File: src/rtl/button_event_arbiter_pkg.sv
`default_nettype none
// ============================================================================
// Module      : btn_evt_pkg
// Description : Shared types and defaults for the button event arbiter:
//               event-kind encoding, default hold length and timestamp
//               width, and the round-robin pointer increment helper.
// Revision    : 1.0 - initial release
// ============================================================================
package btn_evt_pkg;

  typedef enum logic [1:0] {
    EVT_NONE    = 2'b00,
    EVT_PRESS   = 2'b01,
    EVT_RELEASE = 2'b10,
    EVT_LONG    = 2'b11
  } evt_kind_t;

  localparam int c_LONG_CYCLES_DEF = 50000;
  localparam int c_TS_W_DEF        = 16;

  // Pointer increment that wraps at n, correct for non-power-of-two n.
  function automatic int wrap_inc(input int v, input int n);
    return (v + 1 >= n) ? 0 : v + 1;
  endfunction

endpackage
`default_nettype wire

File: src/rtl/button_event_arbiter_rr.sv
`default_nettype none
// ============================================================================
// Module      : rr_arbiter
// Description : Combinational round-robin picker. Searches req starting at
//               ptr and returns the first requester found. The pointer
//               register lives in the parent.
// Revision    : 1.0 - initial release
// ============================================================================
module rr_arbiter #(
  parameter  int N  = 4,
  localparam int IW = (N > 1) ? $clog2(N) : 1
) (
  input  logic [N-1:0]  req,
  input  logic [IW-1:0] ptr,
  output logic          grant_valid,
  output logic [IW-1:0] grant_idx
);

  // Scan offsets high to low so the requester closest to ptr is kept last.
  always_comb begin
    int j;
    grant_valid = 1'b0;
    grant_idx   = '0;
    j           = 0;
    for (int k = N - 1; k >= 0; k--) begin
      j = int'(ptr) + k;
      if (j >= N) j = j - N;
      if (req[j]) begin
        grant_valid = 1'b1;
        grant_idx   = IW'(j);
      end
    end
  end

endmodule
`default_nettype wire

File: src/rtl/button_event_arbiter.sv
`default_nettype none
// ============================================================================
// Module      : button_event_arbiter
// Description : Turns debounced button levels into PRESS / RELEASE / LONG
//               events, keeps one pending event per button and shares a
//               single valid/ready output channel via round-robin.
//               Optional macro BTN_EVT_TIMESTAMP_EN adds a free-running
//               timestamp captured per event and presented on event_ts.
// Revision    : 1.0 - initial release
// ============================================================================
module button_event_arbiter
  import btn_evt_pkg::*;
#(
  parameter int NBTN        = 4,
  parameter int LONG_W      = 16,
  parameter int LONG_CYCLES = c_LONG_CYCLES_DEF
`ifdef BTN_EVT_TIMESTAMP_EN
  ,
  parameter int TS_W        = c_TS_W_DEF
`endif
) (
  input  logic                    clk,
  input  logic                    reset,
  input  logic [NBTN-1:0]         btn_level,
  input  logic                    event_ready,
  output logic                    event_valid,
  output logic [$clog2(NBTN)-1:0] event_id,
  output logic [1:0]              event_kind,
`ifdef BTN_EVT_TIMESTAMP_EN
  output logic [TS_W-1:0]         event_ts,
`endif
  output logic [NBTN-1:0]         ovf_flags,
  input  logic                    ovf_clear
);

  localparam int              IW          = $clog2(NBTN);
  localparam logic [LONG_W-1:0] c_LONG_LAST = LONG_W'(LONG_CYCLES - 1);

  logic [NBTN-1:0]   prev_q;
  logic [NBTN-1:0]   long_done_q, long_done_d;
  logic [LONG_W-1:0] hold_q [NBTN];
  logic [LONG_W-1:0] hold_d [NBTN];
  logic [NBTN-1:0]   pend_v_q, pend_v_d;
  evt_kind_t         pend_k_q [NBTN];
  evt_kind_t         pend_k_d [NBTN];
  logic [NBTN-1:0]   ovf_q, ovf_d;
  logic [IW-1:0]     rr_ptr_q, rr_ptr_d;
  logic              out_v_q, out_v_d;
  logic [IW-1:0]     out_id_q, out_id_d;
  evt_kind_t         out_k_q, out_k_d;

  logic [NBTN-1:0]   w_load_slot;
  logic              w_out_load;
  logic              w_grant_valid;
  logic [IW-1:0]     w_grant_idx;

  rr_arbiter #(.N(NBTN)) u_rr (
    .req         (pend_v_q),
    .ptr         (rr_ptr_q),
    .grant_valid (w_grant_valid),
    .grant_idx   (w_grant_idx)
  );

  assign w_out_load = !out_v_q || event_ready;

  // Per-button edge detection, hold counting and pending-slot update.
  always_comb begin
    logic      rise, fall, lng, take;
    evt_kind_t kind;
    ovf_d = ovf_clear ? '0 : ovf_q;
    for (int i = 0; i < NBTN; i++) begin
      rise           = btn_level[i] & ~prev_q[i];
      fall           = ~btn_level[i] & prev_q[i];
      lng            = 1'b0;
      hold_d[i]      = hold_q[i];
      long_done_d[i] = long_done_q[i];
      if (rise) begin
        hold_d[i]      = '0;
        long_done_d[i] = 1'b0;
      end else if (fall) begin
        hold_d[i] = '0;
      end else if (btn_level[i] && !long_done_q[i]) begin
        if (hold_q[i] == c_LONG_LAST) begin
          lng            = 1'b1;
          long_done_d[i] = 1'b1;
        end else begin
          hold_d[i] = hold_q[i] + 1'b1;
        end
      end
      kind = rise ? EVT_PRESS : (fall ? EVT_RELEASE : EVT_LONG);
      take = w_out_load && w_grant_valid && (w_grant_idx == IW'(i));
      w_load_slot[i] = (rise || fall || lng) && (!pend_v_q[i] || take);
      pend_v_d[i]    = pend_v_q[i];
      pend_k_d[i]    = pend_k_q[i];
      if (w_load_slot[i]) begin
        pend_v_d[i] = 1'b1;
        pend_k_d[i] = kind;
      end else if (take) begin
        pend_v_d[i] = 1'b0;
      end
      // A set in the same cycle as ovf_clear takes precedence.
      if ((rise || fall || lng) && pend_v_q[i] && !take) ovf_d[i] = 1'b1;
    end
  end

  // Output register, loaded only when empty or being consumed.
  always_comb begin
    out_v_d  = out_v_q;
    out_id_d = out_id_q;
    out_k_d  = out_k_q;
    rr_ptr_d = rr_ptr_q;
    if (w_out_load) begin
      if (w_grant_valid) begin
        out_v_d  = 1'b1;
        out_id_d = w_grant_idx;
        out_k_d  = pend_k_q[w_grant_idx];
        rr_ptr_d = IW'(wrap_inc(int'(w_grant_idx), NBTN));
      end else begin
        out_v_d = 1'b0;
      end
    end
  end

  // State registers; reset discards all pending and in-flight events.
  always_ff @(posedge clk or posedge reset) begin
    if (reset) begin
      prev_q      <= '0;
      long_done_q <= '0;
      pend_v_q    <= '0;
      ovf_q       <= '0;
      rr_ptr_q    <= '0;
      out_v_q     <= 1'b0;
      out_id_q    <= '0;
      out_k_q     <= EVT_NONE;
      for (int i = 0; i < NBTN; i++) begin
        hold_q[i]   <= '0;
        pend_k_q[i] <= EVT_NONE;
      end
    end else begin
      prev_q      <= btn_level;
      long_done_q <= long_done_d;
      pend_v_q    <= pend_v_d;
      ovf_q       <= ovf_d;
      rr_ptr_q    <= rr_ptr_d;
      out_v_q     <= out_v_d;
      out_id_q    <= out_id_d;
      out_k_q     <= out_k_d;
      for (int i = 0; i < NBTN; i++) begin
        hold_q[i]   <= hold_d[i];
        pend_k_q[i] <= pend_k_d[i];
      end
    end
  end

  assign event_valid = out_v_q;
  assign event_id    = out_id_q;
  assign event_kind  = out_k_q;
  assign ovf_flags   = ovf_q;

`ifdef BTN_EVT_TIMESTAMP_EN
  logic [TS_W-1:0] ts_cnt_q;
  logic [TS_W-1:0] pend_ts_q [NBTN];
  logic [TS_W-1:0] out_ts_q;

  // Free-running timestamp; slots capture it in the detection cycle.
  always_ff @(posedge clk or posedge reset) begin
    if (reset) begin
      ts_cnt_q <= '0;
      out_ts_q <= '0;
      for (int i = 0; i < NBTN; i++) pend_ts_q[i] <= '0;
    end else begin
      ts_cnt_q <= ts_cnt_q + 1'b1;
      if (w_out_load && w_grant_valid) out_ts_q <= pend_ts_q[w_grant_idx];
      for (int i = 0; i < NBTN; i++) begin
        if (w_load_slot[i]) pend_ts_q[i] <= ts_cnt_q;
      end
    end
  end

  assign event_ts = out_ts_q;
`endif

endmodule
`default_nettype wire

File: config.mk
export PLATFORM = sky130hd
export DESIGN_NAME = button_event_arbiter
export DESIGN_NICKNAME = d
export VERILOG_FILES = /design/src/rtl/button_event_arbiter_pkg.sv /design/src/rtl/button_event_arbiter_rr.sv /design/src/rtl/button_event_arbiter.sv
export SDC_FILE = /design/constraint.sdc
export NUM_CORES = 1
export LEC_CHECK = 0
export ABC_AREA = 1
export CAP_MARGIN = 0
export CORE_ASPECT_RATIO = 1.1
export CORE_MARGIN = 2
export CORE_UTILIZATION = 33
export CTS_BUF_LIST = sky130_fd_sc_hd__clkbuf_4 sky130_fd_sc_hd__clkbuf_8
export DETAILED_ROUTE_END_ITERATION = 12
export GPL_TIMING_DRIVEN = 0
export HOLD_SLACK_MARGIN = 0.03
export MAX_ROUTING_LAYER = met4
export PLACE_DENSITY = 0.46
export SETUP_SLACK_MARGIN = 0.5
export SLEW_MARGIN = 20
export SYNTH_ARGS = -nofsm -noshare
export SYNTH_HDL_FRONTEND = slang
export SYNTH_SLANG_ARGS = --single-unit
File: constraint.sdc
create_clock -name clk -period 3.7 [get_ports clk]
set_clock_uncertainty 0.2 [all_clocks]
set_input_delay 0.555 -clock clk [delete_from_list [all_inputs] [get_ports clk]]
set_output_delay 0.555 -clock clk [all_outputs]
set_load 0.01 [all_outputs]
==> flow_summary.ini, run 1 <==
[outcome]
status = completed

[floorplan]
design.portCount = 17
die_y_um = 143
start_util_pct = 33.9
die_x_um = 130
coreArea_mm2 = 0.0171
num_rows = 50
die_area_mm2 = 0.0186

[timing]
fin_tns_setup_ps = 0
rsz0062_at_grt = false
max_freq_mhz = 416
slew_viol_final = 0
post-route-period-util_pct = 64.9
slew_headroom_pct = 53.6
worst_slew_pin_slew_ps = 694
setup_violations = 0
final.min_clock_period_ps = 2400
hold_viol = 0

[setup_path]
cp-end-kind = register
r2r-end = pend_k_q[0]
rrSetupSlack_ps = 1450
worst_ep_arrival_time_ps = 2530
r2r-start = rr_ptr_q[0]
rr_worst_depth = 16
required_ps = 3830
worstSetupPathType = in -> reg
critPathLaunchType = input port
crit_fanout = 9
worstSetupStartpoint = btn_level[3]
cp-endpoint = hold_q[13]

[global_route]
track_usage_pct = 16.2
met2_usage_pct = 24.2
grt_util_met1_pct = 22.5
grt_util_met3_pct = 2.10
grt_antenna_before_repair = 0
busiest_layer = met2
grt_pass1_vias = 4843
grt_pass1_wl_um = 23500
grt_max_degree = 33
overflow = 0

[clock_tree]
root_buffer = clkbuf_8
clk_pin_slew_ps = 90
cts_tree = built
htreeDepth = 3
ctsHoldBuffers = 0
clock-sinks = 95
clockBufferDepth = 2
cts_resized = 0
cts_setup_buffers = 0
cts_buffers = 9
clk_latency_ps = 380

[yosys]
yosys_warnings = 0
ys_seq_elements = 95
synth-adder-area-share_pct = 4.32
netlist_instances = 771
syn-num-nets = 799
synthesis.area_mm2 = 0.00579
ys_seq_area_share_pct = 41.0
synthSimpleGateAreaFrac_pct = 33.1
yosysUniqueCellTypes = 39
synthMuxAreaShare_pct = 0
postSynth.asyncResetShare_pct = 100
synth_edf_count = 0
synth_compound_area_share_pct = 9.51
ys.flop_type = dfrtp_1
synthXorXnorAreaFrac_pct = 2.87
synth_top_family_by_area = simple AND/OR/NAND/NOR gates
syn_avg_cell_area_um2 = 7.51

[route]
drtIter0Drc = 292
post_drt_via_cell_ratio = 4.81
drcViolationCount = 0
vias = 5006
ant_nets = 0
wire_per_inst_um = 13.1
wl_um = 13600
first_pass_iters = 4

[pwr]
ir_drop_uv = 228
clkPwrFrac_pct = 21.6
p_comb_share_pct = 40.0
powerDensity_mw_per_mm2 = 541
swShare_pct = 39.9
switching_power_w = 0.00141
intPower_w = 0.00212
sequentialPowerShare_pct = 38.4
p_leak_nw = 2.98

[cells_and_area]
layout_commonest_cell = nand2_1
num_antenna_cells = 0
fin_nets = 829
multi_input_area_mm2 = 0.00288
regArea_mm2 = 0.00238
layout_common_cells = nand2_1 (172), inv_1 (112), dfrtp_1 (95)
drive_gt1_share_pct = 8.31
synthToLayoutAreaGrowth_pct = 12.8
fin_util_pct = 38.3
n_fill_cell = 1780

[place]
portBuffers = 16
post-dp-hpwl_um = 10300
gp_congestion = 0.876

[hold_path]
whs_path_depth = 2
hold_path.class = reg -> reg

[flow_run]
max_cap_viol_count = 0
power groups by stage:
stage	registers, W	clock network (W)	logic (W)
CTS	0.00136	0.000798	0.00144
global route	0.00138	0.000846	0.00163
floorplan	0.00136	0	0.00105
finish	0.00136	0.000761	0.00141
global placement	0.00138	0	0.00140
detailed placement	0.00138	0	0.00143
layer usage:
metal	vias to the layer above	part of all wire [%]
li1	2583	-
met3	12	2.5
met2	69	45
met4	0	1.4
met5	-	0
met1	2342	52
sequential cells by signal, summed over array words and instances (netlist names):
signal	cells
pend_k_q	8
event_valid	1
prev_q	4
event_id	2
long_done_q	4
pend_v_q	4
hold_q	64
rr_ptr_q	2
ovf_flags	4
event_kind	2
how the worst min path moves through the flow:
stage | start | endpoint | slack, ps
2_1_floorplan | pend_k_q[0] | pend_k_q[0] | 240
3_3_place_gp | pend_k_q[7] | pend_k_q[7] | 260
3_5_place_dp | pend_k_q[0] | pend_k_q[0] | 260
4_1_cts | pend_k_q[0] | pend_k_q[0] | 290
5_1_grt | pend_k_q[3] | pend_k_q[3] | 320
6_report | pend_k_q[3] | pend_k_q[3] | 280
cells in the mapped netlist, types with 2 or more instances:
cell type	count	area, µm²
nand3b_1	4	30.0
buf_2	4	20.0
a22oi_1	8	60.1
xnor2_1	2	17.5
nand3_1	73	365
nor2_2	5	31.3
o21ai_2	3	26.3
clkbuf_1	4	15.0
buf_6	3	33.8
inv_1	113	424
a21oi_1	30	150
inv_2	3	11.3
o21ai_0	38	190
inv_4	2	12.5
nor3_1	28	140
a21boi_0	3	22.5
dfrtp_1	95	2380
nand2_2	9	56.3
nor4_1	8	50.1
nand2_1	172	646
nand4_1	28	175
o21a_1	3	22.5
clkinv_1	2	7.51
o21ai_1	8	40.0
nor2_1	61	229
nand2_4	8	90.1
ha_1	20	250
xor2_1	17	149
nand3_2	7	70.1
critical path: stages:
cell	delay (ps)
clkdlybuf4s50_1	510
inv_1	90
ha_1	280
nor2_1	570
nor2_1	240
a21oi_1	160
nand2_1	60
inv_1	50
layout make-up:
cell class | count | area share [%]
inverter | 120 | 7.03
multi-input combinational | 544 | 44.1
tap | 234 | 4.48
clock buffer | 12 | 2.53
clock inverter | 4 | 0.804
timing repair buffer | 19 | 3.49
buffer | 12 | 1.17
sequential | 95 | 36.4
per-stage QoR:
stage	area [µm²]	cells	power (W)	setup slack (ps)	hold slack, ps
final	6530	1040	0.00353	1300	284
after global routing	6530	1040	0.00386	1130	318
after CTS	6530	1040	0.00359	1300	288
after detailed placement	6320	1024	0.00281	891	264
after global placement	6250	1021	0.00277	701	264
after floorplan	5800	771	0.00241	1710	241
cells by family (layout without fill, tap and decap cells):
logic type	Yosys count	after routing
compound gates	98	98
xor+xnor	19	19
fa+ha+maj	20	20
buf+inv	132	167
flops	95	95
simple gates	407	407
Power figures use the tool's default switching activity.
==> run 2: changes to the inputs <==
PLACE_DENSITY = 0.48   (was 0.46)
clock period = 2.12 ns   (was 3.7 ns; I/O delays follow)
==> flow_summary.ini, run 2 (synthesis gave the netlist of run 1 again) <==
[outcome]
status = finished, violations left
violations = setup timing

[setup_path]
max_stage_delay_ps = 410
required_ps = 2190
cp_slowest_cell = dfrtp_1
cp-end-kind = register
critical_path.top_delay_family = simple AND/OR/NAND/NOR gates
worstSetupPathType = reg -> reg
crit_fanout = 7
worst_ep_arrival_time_ps = 2200
critPathLaunchType = register
cp_num_buf_inv = 4
path_cells = buf_6 -> inv_8 -> nand2_4 -> nand3_4 -> nand2_1 -> inv_2 -> nand2_1 -> nand2_2 -> nand2_4 -> inv_4 -> ha_4 -> nand3_4 -> nand2_4 -> nand2_4 -> nand2_1 -> nand2_1

[cells_and_area]
num_antenna_cells = 0
top_register = hold_q
fin_nets = 902
reg_top3 = hold_q: 64 flops, pend_k_q: 8 flops
drive_gt1_share_pct = 36.3
largest_register_ffs = 64
fin_cells = 1111
layout_commonest_cell = nand2_1
synthToLayoutAreaGrowth_pct = 41.1
layout_common_cells = nand2_1 (127), inv_1 (90), dfrtp_1 (89)

[clock_tree]
cts_buffers = 9
cts_tree = built
clk_pin_slew_ps = 90
clockBufferDepth = 2
clk_latency_ps = 380
clock-sinks = 95
htreeDepth = 3
root_buffer = clkbuf_8

[timing]
rsz0062_at_grt = true
max_freq_mhz = 469
slew_viol_final = 0
setup_violations = 2
final.min_clock_period_ps = 2130
hold_viol = 0
worst_slew_pin_slew_ps = 694
setup_slack_ps = -10.0
post-route-period-util_pct = 100
slew_headroom_pct = 53.6

[place]
dp.cells = 1024
gp_congestion = 0.873
portBuffers = 16
post-dp-hpwl_um = 10300

[pwr]
p_leak_nw = 3.67
ir_drop_uv = 543
powerDensity_mw_per_mm2 = 906
p_total_w = 0.00741

[hold_path]
hold_path.class = in -> reg

[route]
post_drt_via_cell_ratio = 4.91
wire_per_inst_um = 14.3
wl_um = 15800
drtIter0Drc = 325
first_pass_iters = 5
ant_nets = 0
drcViolationCount = 0
vias = 5458

[floorplan]
num_rows = 50
start_util_pct = 33.9
coreArea_mm2 = 0.0171
die_y_um = 143
die_x_um = 130
die_area_mm2 = 0.0186
design.portCount = 17

[global_route]
track_usage_pct = 17.7
grt_antenna_before_repair = 0
grt_pass1_wl_um = 25600
grt_pass1_vias = 5457
overflow = 0
grt_max_degree = 26

[flow_run]
max_cap_viol_count = 0
run 2: cell types whose count changed in the layout (fill, tap and decap cells not counted), sizes merged:
| cell | previous run | this run |
|---|---|---|
| clkdlybuf4s50 | 16 | 6 |
| inv | 117 | 116 |
| dlygate4sd2 | 0 | 4 |
| clkdlybuf4s15 | 0 | 6 |
| clkinvlp | 4 | 3 |
| clkinv | 2 | 5 |
| buf | 11 | 82 |
| bufinv | 1 | 0 |
run 2: final timing paths:
kind                                   start           to  slack [ps]  cells after the start
worst min-delay path            btn_level[3]    prev_q[3]          80                      1
worst min register to register   pend_k_q[7]  pend_k_q[7]         280                      2
worst max-delay path             rr_ptr_q[0]  pend_k_q[0]         -10                     16
max in group asynchronous              reset  pend_v_q[3]         730                      5
min in group asynchronous              reset   hold_q[25]         150                      2
worst max register to register   rr_ptr_q[0]  pend_k_q[0]         -10                     16
run 2: cell type report:
cell class | instances | area (µm²)
repair buffers | 89 | 857
well taps | 234 | 293
inverters | 120 | 500
multi-input cells | 544 | 3780
repair inverters | 3 | 28.8
clock inverters | 1 | 5.00
plain buffers | 12 | 161
fillers | 1632 | 8900
flip-flops and latches | 95 | 2380
clock buffers | 13 | 166
run 2: repair_timing:
action,CTS,global route
pin swaps,40,43
hold buffers,0,0
endpoints found under the setup margin,98,119
cloned,9,2
buffers inserted,39,23
gates resized for setup,146,128
run 2: through the flow:
stage               TNS, ps  worst slack (ps)  hold slack [ps]  util, %  instance area, µm²
floorplan                 0               181              149        -                5960
global placement     -75420              -663              262     37.6                6420
detailed placement   -14360              -459              259     37.9                6480
CTS                       0              34.7             50.8     43.9                7500
global route          -1060              -121             65.9     47.9                8170
finish                -16.9             -10.0             76.6     47.9                8170
run 2: report_power, final:
part | total [W] | switching, W | internal, W | leakage [nW]
sequential | 0.00237 | 0.000246 | 0.00212 | 1.25
clock | 0.00117 | 0.000663 | 0.000505 | 0.0922
combinational | 0.00387 | 0.00222 | 0.00165 | 2.33
total | 0.00741 | 0.00313 | 0.00428 | 3.67
run 2: routing by layer:
metal | routed length (µm) | global-route usage, % | up-vias
met1 | 7180 | 22.2 | 2648
li1 | - | - | 2723
met5 | 0 | - | -
met4 | 267 | 6.62 | 0
met3 | 373 | 2.17 | 19
met2 | 8020 | 29.3 | 68
==> run 3: changes to the inputs <==
CORE_MARGIN = 8   (was 2)
PLACE_DENSITY = not set   (was 0.48)
PLACE_DENSITY_LB_ADDON = 0.2   (was not set)
==> flow_summary.ini, run 3 (synthesis gave the netlist of run 1 again) <==
[global_route]
track_usage_pct = 15.2
overflow = 0
grt_pass1_vias = 5644
grt_pass1_wl_um = 26800
grt_max_degree = 33
grt_antenna_before_repair = 0

[cells_and_area]
reg_top3 = hold_q: 64 flops, pend_k_q: 8 flops
fin_cells = 1145
largest_register_ffs = 64
layout_commonest_cell = nand2_1
layout_common_cells = nand2_1 (124), inv_1 (90), dfrtp_1 (87)
num_antenna_cells = 0
design_area_mm2 = 0.00857
n_fill_cell = 1616
synthToLayoutAreaGrowth_pct = 47.9
top_register = hold_q
regArea_mm2 = 0.00239
drive_gt1_share_pct = 41.1
fin_nets = 930
multi_input_area_mm2 = 0.00384

[place]
preCtsSetupSlack_ps = -389
portBuffers = 16
placed_cell_area_mm2 = 0.00649
dp.cells = 1028
gp_congestion = 0.881
post-dp-hpwl_um = 10000

[clock_tree]
root_buffer = clkbuf_8
cts_buffers = 9
cts_tree = built
clockBufferDepth = 2
clk_pin_slew_ps = 100
ctsHoldBuffers = 0
clk_latency_ps = 410
clock-sinks = 95
htreeDepth = 3

[route]
first_pass_iters = 4
vias = 5642
drcViolationCount = 0
drtIter0Drc = 261
ant_nets = 0
wire_per_inst_um = 14.4
wl_um = 16500
post_drt_via_cell_ratio = 4.93

[timing]
rsz0062_at_grt = true
hold_viol = 0
setup_violations = 0
max_freq_mhz = 474
worst_slew_pin_slew_ps = 515
post-route-period-util_pct = 99.5
setup_slack_ps = 10.0
slew_viol_final = 0
whs_ps = 43.8
final.min_clock_period_ps = 2110
slew_headroom_pct = 65.4

[setup_path]
max_stage_delay_ps = 380
critPathLaunchType = register
required_ps = 2210
r2r-start = rr_ptr_q[0]
cp_slowest_cell = dfrtp_1
r2r-end = pend_k_q[1]
rrSetupSlack_ps = 10
crit_fanout = 9
crit_top_cell = nand2_1
cp-endpoint = pend_k_q[1]
rr_worst_depth = 14
worst_ep_arrival_time_ps = 2200
path_cells = buf_6 -> inv_8 -> nand2_2 -> nand2_2 -> nand2_1 -> nor2_2 -> nor2_2 -> o21ai_2 -> ha_1 -> nand3_2 -> nand2_4 -> nand2_4 -> nand2_1 -> nand2_1
worstSetupStartpoint = rr_ptr_q[0]
cp-end-kind = register
worstSetupPathType = reg -> reg

[flow_run]
max_cap_viol_count = 0

[outcome]
status = completed

[pwr]
intPower_w = 0.00417
switching_power_w = 0.00299
p_comb_share_pct = 50.0
p_leak_nw = 3.90
ir_drop_uv = 550
swShare_pct = 41.7
clkPwrFrac_pct = 16.8
sequentialPowerShare_pct = 33.2
powerDensity_mw_per_mm2 = 836

[floorplan]
die_x_um = 142
design.portCount = 17
die_area_mm2 = 0.0221
start_util_pct = 33.2
die_y_um = 155
num_rows = 51
coreArea_mm2 = 0.0174

[hold_path]
hold_path.class = in -> reg
==> run 3: changes by cell type in the layout (fill, tap and decap cells not counted), sizes merged <==
cell           previous run  this run
buf                      82       110
clkbuf                   16        13
clkdlybuf4s15             6         8
clkinv                    5         4
clkinvlp                  3         1
dlygate4sd2               4         2
inv                     116       124
==> run 3: critical path: cells and delay by family, from the launching register on <==
| family | cells | cell delay (ps) |
|---|---|---|
| AO/OA/AOI/OAI | 1 | 190 |
| flip-flops | 1 | 380 |
| adder cells (fa/ha/maj) | 1 | 200 |
| buffers and inverters | 2 | 230 |
| AND/OR/NAND/NOR | 10 | 790 |
==> run 3: per-layer routing <==
layer,routed length (µm),GRT usage [%]
met5,0,-
met4,409,7.19
met3,432,2.18
met2,8420,24.8
met1,7210,18.4
==> run 3: final cells by class <==
class / instances / share of cell area [%]
Multi-Input combinational cell: 544 / 44.8
Sequential cell: 95 / 27.9
Timing Repair Buffer: 118 / 13.7
Inverter: 120 / 5.84
Tap cell: 238 / 3.48
Buffer: 12 / 1.96
Clock buffer: 9 / 1.45
Clock inverter: 7 / 0.716
Timing Repair inverter: 2 / 0.234
==> run 3: power groups by stage <==
| stage | logic, W | registers, W | clock network, W |
|---|---|---|---|
| after detailed placement | 0.00258 | 0.00240 | 0 |
| after floorplan | 0.00192 | 0.00238 | 0 |
| after CTS | 0.00319 | 0.00237 | 0.00125 |
| after global routing | 0.00399 | 0.00242 | 0.00132 |
| after global placement | 0.00256 | 0.00240 | 0 |
| final | 0.00358 | 0.00238 | 0.00120 |
==> run 3: timing repair <==
item / CTS / global route
cloned: 9 / 0
pin swaps: 44 / 52
resized for setup: 181 / 131
setup endpoints to repair: 98 / 93
setup buffers: 60 / 32
hold endpoints to repair: 0 / 0
==> run 3: how the worst min path moves through the flow <==
stage            startpoint          end  slack [ps]  cells past startpoint
3_3_place_gp    pend_k_q[3]  pend_k_q[3]         260                      2
5_1_grt        btn_level[3]    prev_q[3]          50                      1
6_report       btn_level[3]    prev_q[3]          40                      1
4_1_cts        btn_level[3]    prev_q[3]          40                      1
2_1_floorplan  btn_level[0]    prev_q[0]         150                      0
3_5_place_dp    pend_k_q[7]  pend_k_q[7]         270                      2
==> run 3: metrics by stage <==
step / util, % / total power (W) / setup TNS, ps
detailed placement: 37.3 / 0.00498 / -14210
floorplan: - / 0.00430 / 0
global route: 49.2 / 0.00774 / -1380
finish: 49.2 / 0.00717 / 0
global placement: 36.9 / 0.00495 / -75040
CTS: 44.8 / 0.00681 / 0
